--- src/rtl/pipelined_ctrl_unit.sv ---
// -----------------------------------------------------------------------------
// pipelined_ctrl_unit
//
// Registered control decoder between IF/ID and EX. A 4-bit opcode is decoded
// into the EX/MEM/WB control bundle. The bundle is held in a single valid/ready
// output stage. The unit also:
//   - suppresses control-flow opcodes that sit in the shadow of an EXEC
//     instruction, counted over EXEC_SHADOW accepted instructions;
//   - inserts LOAD_BUBBLES empty beats when an instruction reads the register
//     written by the load currently held in the output stage;
//   - honours a synchronous pipeline flush.
//
// Ports:
//   clk, rst_n             clock (rising edge), async active-low reset
//   in_valid / in_ready    instruction handshake from IF/ID
//   in_opcode              4-bit opcode
//   in_rd, in_rs, in_rt    register fields, forwarded with the bundle
//   flush                  kills the staged beat and any pending bubbles
//   out_valid / out_ready  bundle handshake toward EX
//   out_*                  decoded control bundle and forwarded reg fields
//   hazard_stall           high while a load-use bubble is being emitted
//
// States:
//   state   | meaning
//   --------+-----------------------------------------------------------
//   ST_INIT | first cycle after reset release; input is not accepted yet
//   ST_RUN  | normal operation
// -----------------------------------------------------------------------------
module pipelined_ctrl_unit #(
  parameter int RA_W         = 4,
  parameter int EXEC_SHADOW  = 1,
  parameter int LOAD_BUBBLES = 1
) (
  input  logic            clk,
  input  logic            rst_n,

  input  logic            in_valid,
  output logic            in_ready,
  input  logic [3:0]      in_opcode,
  input  logic [RA_W-1:0] in_rd,
  input  logic [RA_W-1:0] in_rs,
  input  logic [RA_W-1:0] in_rt,

  input  logic            flush,

  output logic            out_valid,
  input  logic            out_ready,
  output logic            out_jal,
  output logic            out_jr,
  output logic            out_bran,
  output logic            out_exe,
  output logic            out_raddr_sc,
  output logic            out_waddr_sc,
  output logic            out_bsc,
  output logic            out_immed_sc,
  output logic            out_modify,
  output logic [2:0]      out_alu_op,
  output logic            out_dm_wen,
  output logic            out_rf_wen,
  output logic            out_wdata_sc2,
  output logic [1:0]      out_wdata_sc1,
  output logic [RA_W-1:0] out_rd,
  output logic [RA_W-1:0] out_rs,
  output logic [RA_W-1:0] out_rt,

  output logic            hazard_stall
);

  typedef enum logic {
    ST_INIT = 1'b0,
    ST_RUN  = 1'b1
  } state_t;

  typedef struct packed {
    logic       jal;
    logic       jr;
    logic       bran;
    logic       exe;
    logic       raddr_sc;
    logic       waddr_sc;
    logic       bsc;
    logic       immed_sc;
    logic       modify;
    logic [2:0] alu_op;
    logic       dm_wen;
    logic       rf_wen;
    logic       wdata_sc2;
    logic [1:0] wdata_sc1;
  } ctrl_t;

  localparam logic [3:0] OP_LOAD    = 4'b1000;
  localparam logic [3:0] OP_EXEC    = 4'b1111;
  localparam logic [2:0] EXE_RELOAD = 3'(EXEC_SHADOW);
  // The hazard cycle itself emits the first bubble, so the counter only
  // covers the remaining ones.
  localparam logic [1:0] BUB_RELOAD = (LOAD_BUBBLES > 0) ? 2'(LOAD_BUBBLES - 1) : 2'd0;
  localparam logic       HAZ_EN     = (LOAD_BUBBLES > 0);

  state_t          state_q, state_d;
  logic            out_valid_q, out_valid_d;
  ctrl_t           ctrl_q, ctrl_d;
  logic [RA_W-1:0] rd_q, rd_d;
  logic [RA_W-1:0] rs_q, rs_d;
  logic [RA_W-1:0] rt_q, rt_d;
  logic            is_load_q, is_load_d;
  logic [2:0]      exe_cnt_q, exe_cnt_d;
  logic [1:0]      bub_cnt_q, bub_cnt_d;

  ctrl_t dec_ctrl;
  logic  shadowed;
  logic  running;
  logic  stage_free;
  logic  bub_pend;
  logic  hazard;
  logic  accept;
  logic  emit_bub;

  // ---------------------------------------------------------------------------
  // Opcode decode
  // ---------------------------------------------------------------------------
  always_comb begin
    dec_ctrl = '0;
    shadowed = (exe_cnt_q != 3'd0);
    case (in_opcode[3:2])
      2'b00: begin
        dec_ctrl.raddr_sc = 1'b1;
        dec_ctrl.bsc      = 1'b1;
        dec_ctrl.modify   = 1'b1;
        dec_ctrl.rf_wen   = 1'b1;
        dec_ctrl.alu_op   = in_opcode[2:0];
      end
      2'b01: begin
        dec_ctrl.alu_op = in_opcode[2:0];
        dec_ctrl.rf_wen = 1'b1;
      end
      2'b10: begin
        case (in_opcode[1:0])
          2'b00: begin
            dec_ctrl.rf_wen    = 1'b1;
            dec_ctrl.wdata_sc2 = 1'b1;
          end
          2'b01: dec_ctrl.dm_wen = 1'b1;
          2'b10: begin
            dec_ctrl.immed_sc  = 1'b1;
            dec_ctrl.wdata_sc1 = 2'b10;
            dec_ctrl.rf_wen    = 1'b1;
          end
          default: begin
            dec_ctrl.wdata_sc1 = 2'b10;
            dec_ctrl.rf_wen    = 1'b1;
          end
        endcase
      end
      default: begin
        // Control-flow group: everything stays zero inside the EXEC shadow.
        if (!shadowed) begin
          case (in_opcode[1:0])
            2'b00: dec_ctrl.bran = 1'b1;
            2'b01: begin
              dec_ctrl.jal       = 1'b1;
              dec_ctrl.waddr_sc  = 1'b1;
              dec_ctrl.wdata_sc1 = 2'b11;
              dec_ctrl.rf_wen    = 1'b1;
            end
            2'b10: dec_ctrl.jr = 1'b1;
            default: begin
              dec_ctrl.jr  = 1'b1;
              dec_ctrl.exe = 1'b1;
            end
          endcase
        end
      end
    endcase
  end

  // ---------------------------------------------------------------------------
  // Handshake and hazard detection
  // ---------------------------------------------------------------------------
  assign running    = (state_q == ST_RUN);
  assign stage_free = !out_valid_q || out_ready;
  assign bub_pend   = (bub_cnt_q != 2'd0);
  assign hazard     = HAZ_EN && out_valid_q && is_load_q && in_valid &&
                      ((rd_q == in_rs) || (rd_q == in_rt));

  assign in_ready     = running && stage_free && !bub_pend && !hazard && !flush;
  assign accept       = in_valid && in_ready;
  assign emit_bub     = running && !flush && stage_free && (bub_pend || hazard);
  assign hazard_stall = running && (bub_pend || hazard);

  // ---------------------------------------------------------------------------
  // Next state
  // ---------------------------------------------------------------------------
  always_comb begin
    state_d     = state_q;
    out_valid_d = out_valid_q;
    ctrl_d      = ctrl_q;
    rd_d        = rd_q;
    rs_d        = rs_q;
    rt_d        = rt_q;
    is_load_d   = is_load_q;
    exe_cnt_d   = exe_cnt_q;
    bub_cnt_d   = bub_cnt_q;

    if (state_q == ST_INIT) begin
      state_d = ST_RUN;
    end

    if (flush) begin
      out_valid_d = 1'b0;
      ctrl_d      = '0;
      rd_d        = '0;
      rs_d        = '0;
      rt_d        = '0;
      is_load_d   = 1'b0;
      exe_cnt_d   = 3'd0;
      bub_cnt_d   = 2'd0;
    end else if (stage_free) begin
      if (emit_bub) begin
        out_valid_d = 1'b1;
        ctrl_d      = '0;
        rd_d        = '0;
        rs_d        = '0;
        rt_d        = '0;
        is_load_d   = 1'b0;
        bub_cnt_d   = bub_pend ? (bub_cnt_q - 2'd1) : BUB_RELOAD;
      end else if (accept) begin
        out_valid_d = 1'b1;
        ctrl_d      = dec_ctrl;
        rd_d        = in_rd;
        rs_d        = in_rs;
        rt_d        = in_rt;
        is_load_d   = (in_opcode == OP_LOAD);
        // A shadowed EXEC only consumes a shadow slot; it never re-arms.
        if ((in_opcode == OP_EXEC) && !shadowed) begin
          exe_cnt_d = EXE_RELOAD;
        end else if (shadowed) begin
          exe_cnt_d = exe_cnt_q - 3'd1;
        end
      end else begin
        // Stage drained with nothing to replace it: keep outputs quiet.
        out_valid_d = 1'b0;
        ctrl_d      = '0;
        rd_d        = '0;
        rs_d        = '0;
        rt_d        = '0;
        is_load_d   = 1'b0;
      end
    end
  end

  // ---------------------------------------------------------------------------
  // State registers
  // ---------------------------------------------------------------------------
  always_ff @(posedge clk or negedge rst_n) begin
    if (!rst_n) begin
      state_q     <= ST_INIT;
      out_valid_q <= 1'b0;
      ctrl_q      <= '0;
      rd_q        <= '0;
      rs_q        <= '0;
      rt_q        <= '0;
      is_load_q   <= 1'b0;
      exe_cnt_q   <= 3'd0;
      bub_cnt_q   <= 2'd0;
    end else begin
      state_q     <= state_d;
      out_valid_q <= out_valid_d;
      ctrl_q      <= ctrl_d;
      rd_q        <= rd_d;
      rs_q        <= rs_d;
      rt_q        <= rt_d;
      is_load_q   <= is_load_d;
      exe_cnt_q   <= exe_cnt_d;
      bub_cnt_q   <= bub_cnt_d;
    end
  end

  // ---------------------------------------------------------------------------
  // Outputs
  // ---------------------------------------------------------------------------
  assign out_valid     = out_valid_q;
  assign out_jal       = ctrl_q.jal;
  assign out_jr        = ctrl_q.jr;
  assign out_bran      = ctrl_q.bran;
  assign out_exe       = ctrl_q.exe;
  assign out_raddr_sc  = ctrl_q.raddr_sc;
  assign out_waddr_sc  = ctrl_q.waddr_sc;
  assign out_bsc       = ctrl_q.bsc;
  assign out_immed_sc  = ctrl_q.immed_sc;
  assign out_modify    = ctrl_q.modify;
  assign out_alu_op    = ctrl_q.alu_op;
  assign out_dm_wen    = ctrl_q.dm_wen;
  assign out_rf_wen    = ctrl_q.rf_wen;
  assign out_wdata_sc2 = ctrl_q.wdata_sc2;
  assign out_wdata_sc1 = ctrl_q.wdata_sc1;
  assign out_rd        = rd_q;
  assign out_rs        = rs_q;
  assign out_rt        = rt_q;

endmodule

--- config.mk ---
export PLATFORM = sky130hd
export DESIGN_NAME = pipelined_ctrl_unit
export DESIGN_NICKNAME = d
export VERILOG_FILES = /design/src/rtl/pipelined_ctrl_unit.sv
export SDC_FILE = /design/constraint.sdc
export NUM_CORES = 1
export LEC_CHECK = 0
export CAP_MARGIN = 20
export CORE_ASPECT_RATIO = 0.8
export CORE_UTILIZATION = 23
export DETAILED_ROUTE_END_ITERATION = 8
export GPL_TIMING_DRIVEN = 1
export SLEW_MARGIN = 20
export SYNTH_ARGS = -nofsm -noshare
export SYNTH_HDL_FRONTEND = slang
export SYNTH_SLANG_ARGS = --single-unit
--- constraint.sdc ---
create_clock -name clk -period 2.38 [get_ports clk]
set_input_delay 0.238 -clock clk [delete_from_list [all_inputs] [get_ports clk]]
set_output_delay 0.238 -clock clk [all_outputs]
set_load 0.05 [all_outputs]
==> impl_metrics.py <==
metrics = {
    "clocking": {
        "cts-htree-levels": 2,
        "cts_hold_buf": 0,
        "cts_root_buf": "clkbuf_8",
        "clock_latency_ns": 0.28,
        "cts_sinks": 32,
        "cts_setup_buffers": 0,
        "cts-resized-gates": 0,
        "cts_buffers": 5,
        "cts_tree": "yes",
        "clk_pin_slew_ns": 0.07,
        "clk_path_buf_depth": 2,
    },
    "global_route": {
        "antenna_found_initial": 0,
        "overflow": 0,
        "grt_pass1_wl_mm": 6.05,
        "track_usage_pct": 11.8,
        "grt_pass1_vias": 1163,
        "grt_max_degree": 33,
    },
    "synth": {
        "synth_edf_count": 0,
        "ys_seq_area_share_pct": 53.2,
        "synth_warnings": 0,
        "ys_types": 33,
        "synthCells": 131,
        "syn-num-nets": 154,
        "netlist_top_cells_count": "dfrtp_1 (32), a22o_1 (14), nand2_1 (9), xor2_1 (8), a32o_1 (7)",
        "synth.area.top_cells": "dfrtp_1 (53%), a22o_1 (8.1%), a32o_1 (4.7%)",
        "synth.top_cell.area_share_pct": 53.2,
        "synth_area_um2": 1510,
        "async_reset_ff_share_pct": 100,
        "avgSynthCellArea_um2": 11.5,
        "yosysTopAreaCell": "dfrtp_1",
        "ys_seq_elements": 32,
        "synthFlopType": "dfrtp_1",
        "yosysMostFrequentCell": "dfrtp_1",
    },
    "routing": {
        "postRouteAntennaNets": 0,
        "dr.pass1.iters": 4,
        "wl_per_cell_um": 14.0,
        "drc": 0,
        "drtIter0Drc": 53,
        "vias_per_cell": 4.54,
        "num_vias": 1222,
        "detail_route.wirelength_mm": 3.78,
    },
    "floorplanning": {
        "die_height_um": 74.4,
        "core_um2": 6100,
        "ios": 53,
        "rows": 25,
        "start_util_pct": 24.7,
        "die_area_um2": 6880,
        "die_x_um": 92.5,
    },
    "cells_and_area": {
        "final_nets": 210,
        "antenna_cells": 0,
        "post-route-util_pct": 36.9,
        "drive_gt1_share_pct": 13.3,
        "syn_to_final_growth_pct": 49.3,
    },
    "timing": {
        "fin_crit_ns": 2.17,
        "setup_violations": 0,
        "max_slew_margin_pct": 65.3,
        "worst_slack_ns": 0.205,
        "max_freq_ghz": 0.460,
        "fin_skew_ns": 0.00673,
        "maxSlewViolCount": 0,
        "finalHoldViolCount": 0,
        "tns_ns": 0,
        "worst_pin_slew_ns": 0.519,
        "rsz0062_at_grt": "no",
        "finalCritPeriodShare_pct": 91.4,
    },
    "power": {
        "power_density_nw_per_um2": 610,
        "leakagePower_nw": 0.992,
        "ir_drop_mv": 0.244,
    },
    "critical_path": {
        "cpPeakStageDelay_ns": 0.42,
        "endpoint_kind": "output port",
        "critical_path_arrival_ns": 1.94,
        "path_cells": "xor2_1, nor4_2, o2111ai_2, nand2_1, and2_1, buf_12",
        "cp_slowest_cell": "dfrtp_1",
        "required_ns": 2.14,
        "critPathLaunchType": "register",
        "critPathMaxFanout": 4,
        "worstSetupPathType": "register to output port",
    },
    "place": {
        "gp_congestion": 0.750,
        "post-place-ws_ns": 0.225,
        "port-buffer-count": 52,
        "dpl.hpwl_mm": 2.79,
    },
    "worst_hold_path": {
        "hp-class": "input pin to asynchronous set/reset pin",
    },
    "flow_run": {
        "maxCapViolations": 0,
    },
    "outcome": {
        "status": "completed",
    },
}
worst max-delay path: cells and delay by family, from the launching register on:
kind,cells,cell delay (ns)
simple gates,3,0.67
flops,1,0.42
compound gates,1,0.21
xor+xnor,1,0.19
buf+inv,1,0.15
cell families (layout without fill, tap and decap cells):
kind of cell | after synthesis | count (layout) | synth area share, %
and+or+nand+nor | 36 | 36 | 13.7
AOI/OAI and AO/OA | 33 | 33 | 18.6
DFF | 32 | 32 | 53.2
buffers and inverters | 16 | 73 | 5.73
xor gates and xnor gates | 8 | 8 | 4.65
muxes | 3 | 3 | 2.24
adders and majority gates | 2 | 2 | 1.66
other | 1 | 1 | 0.249
placed cells by master (no fill, tap or decap), types with 2 or more instances in the layout:
master and count:
a22o_1 14, xor2_1 8, clkbuf_8 5, buf_12 2, a32o_1 7, o21ai_0 3, nor2_1 6, a21oi_1 3
nand4_1 2, dfrtp_1 32, clkdlybuf4s50_1 50, and3_1 2, nand2_1 9, nor4_2 2, ha_1 2, and2_1 2
nand3_1 3, inv_1 6, nor3_1 2, buf_4 7, mux2_2 3, nor2b_1 2
flip-flops by register name, summed over array words and instances, names as in the netlist:
name           cells
out_rd             4
out_alu_op         3
running            1
bub_cnt_q          2
out_rf_wen         1
out_exe            1
exe_cnt_q          3
out_raddr_sc       1
out_bran           1
out_dm_wen         1
out_immed_sc       1
out_jr             1
out_valid          1
out_rt             4
out_wdata_sc2      1
out_rs             4
out_wdata_sc1      2
routing by layer:
layer / GRT usage [%] / vias to the layer above / routed length [µm]
li1: - / 592 / -
met3: 3.48 / 7 / 202
met2: 15.7 / 31 / 1590
met5: 0 / - / 0
met1: 17.7 / 592 / 1920
met4: 4.17 / 0 / 57
per-stage QoR:
| step | cell area [µm²] | instances | hold WS (ns) | power (mW) |
|---|---|---|---|---|
| 2_1_floorplan | 1510 | 131 | -0.0576 | 0.759 |
| 3_3_place_gp | 2140 | 261 | 0.482 | 0.868 |
| 3_5_place_dp | 2140 | 261 | 0.486 | 0.875 |
| 4_1_cts | 2250 | 269 | 0.370 | 1.38 |
| 5_1_grt | 2250 | 269 | 0.388 | 1.44 |
| 6_report | 2250 | 269 | 0.352 | 1.37 |
layout make-up:
| class | instances | area [µm²] |
|---|---|---|
| sequential | 32 | 801 |
| clock buffer | 6 | 72.6 |
| timing repair buffer | 59 | 593 |
| tap | 81 | 101 |
| clock inverter | 2 | 35.0 |
| fill | 603 | 3850 |
| inverter | 6 | 22.5 |
| multi-input combinational | 83 | 624 |
where the power goes:
part | internal [mW] | total (mW) | switching, mW
clock network | 0.310 | 0.510 | 0.199
registers | 0.575 | 0.593 | 0.0188
logic | 0.121 | 0.269 | 0.148
worst paths after layout:
check / depth (start not counted) / start / endpoint / slack (ns)
worst max-delay path: 6 / out_rd[1]$_DFFE_PN0P_ / hazard_stall / 0.21
worst min-delay path: 2 / rst_n / out_rs[3]$_DFFE_PN0P_ / 0.35
worst max register to register: 6 / out_rd[1]$_DFFE_PN0P_ / out_alu_op[1]$_DFFE_PN0P_ / 0.53
worst min register to register: 2 / out_bran$_DFFE_PN0P_ / out_bran$_DFFE_PN0P_ / 0.50
max in group asynchronous: 2 / rst_n / out_rs[1]$_DFFE_PN0P_ / 1.73
min in group clk: 2 / out_bran$_DFFE_PN0P_ / out_bran$_DFFE_PN0P_ / 0.50
(Power assumes the default switching activity.)
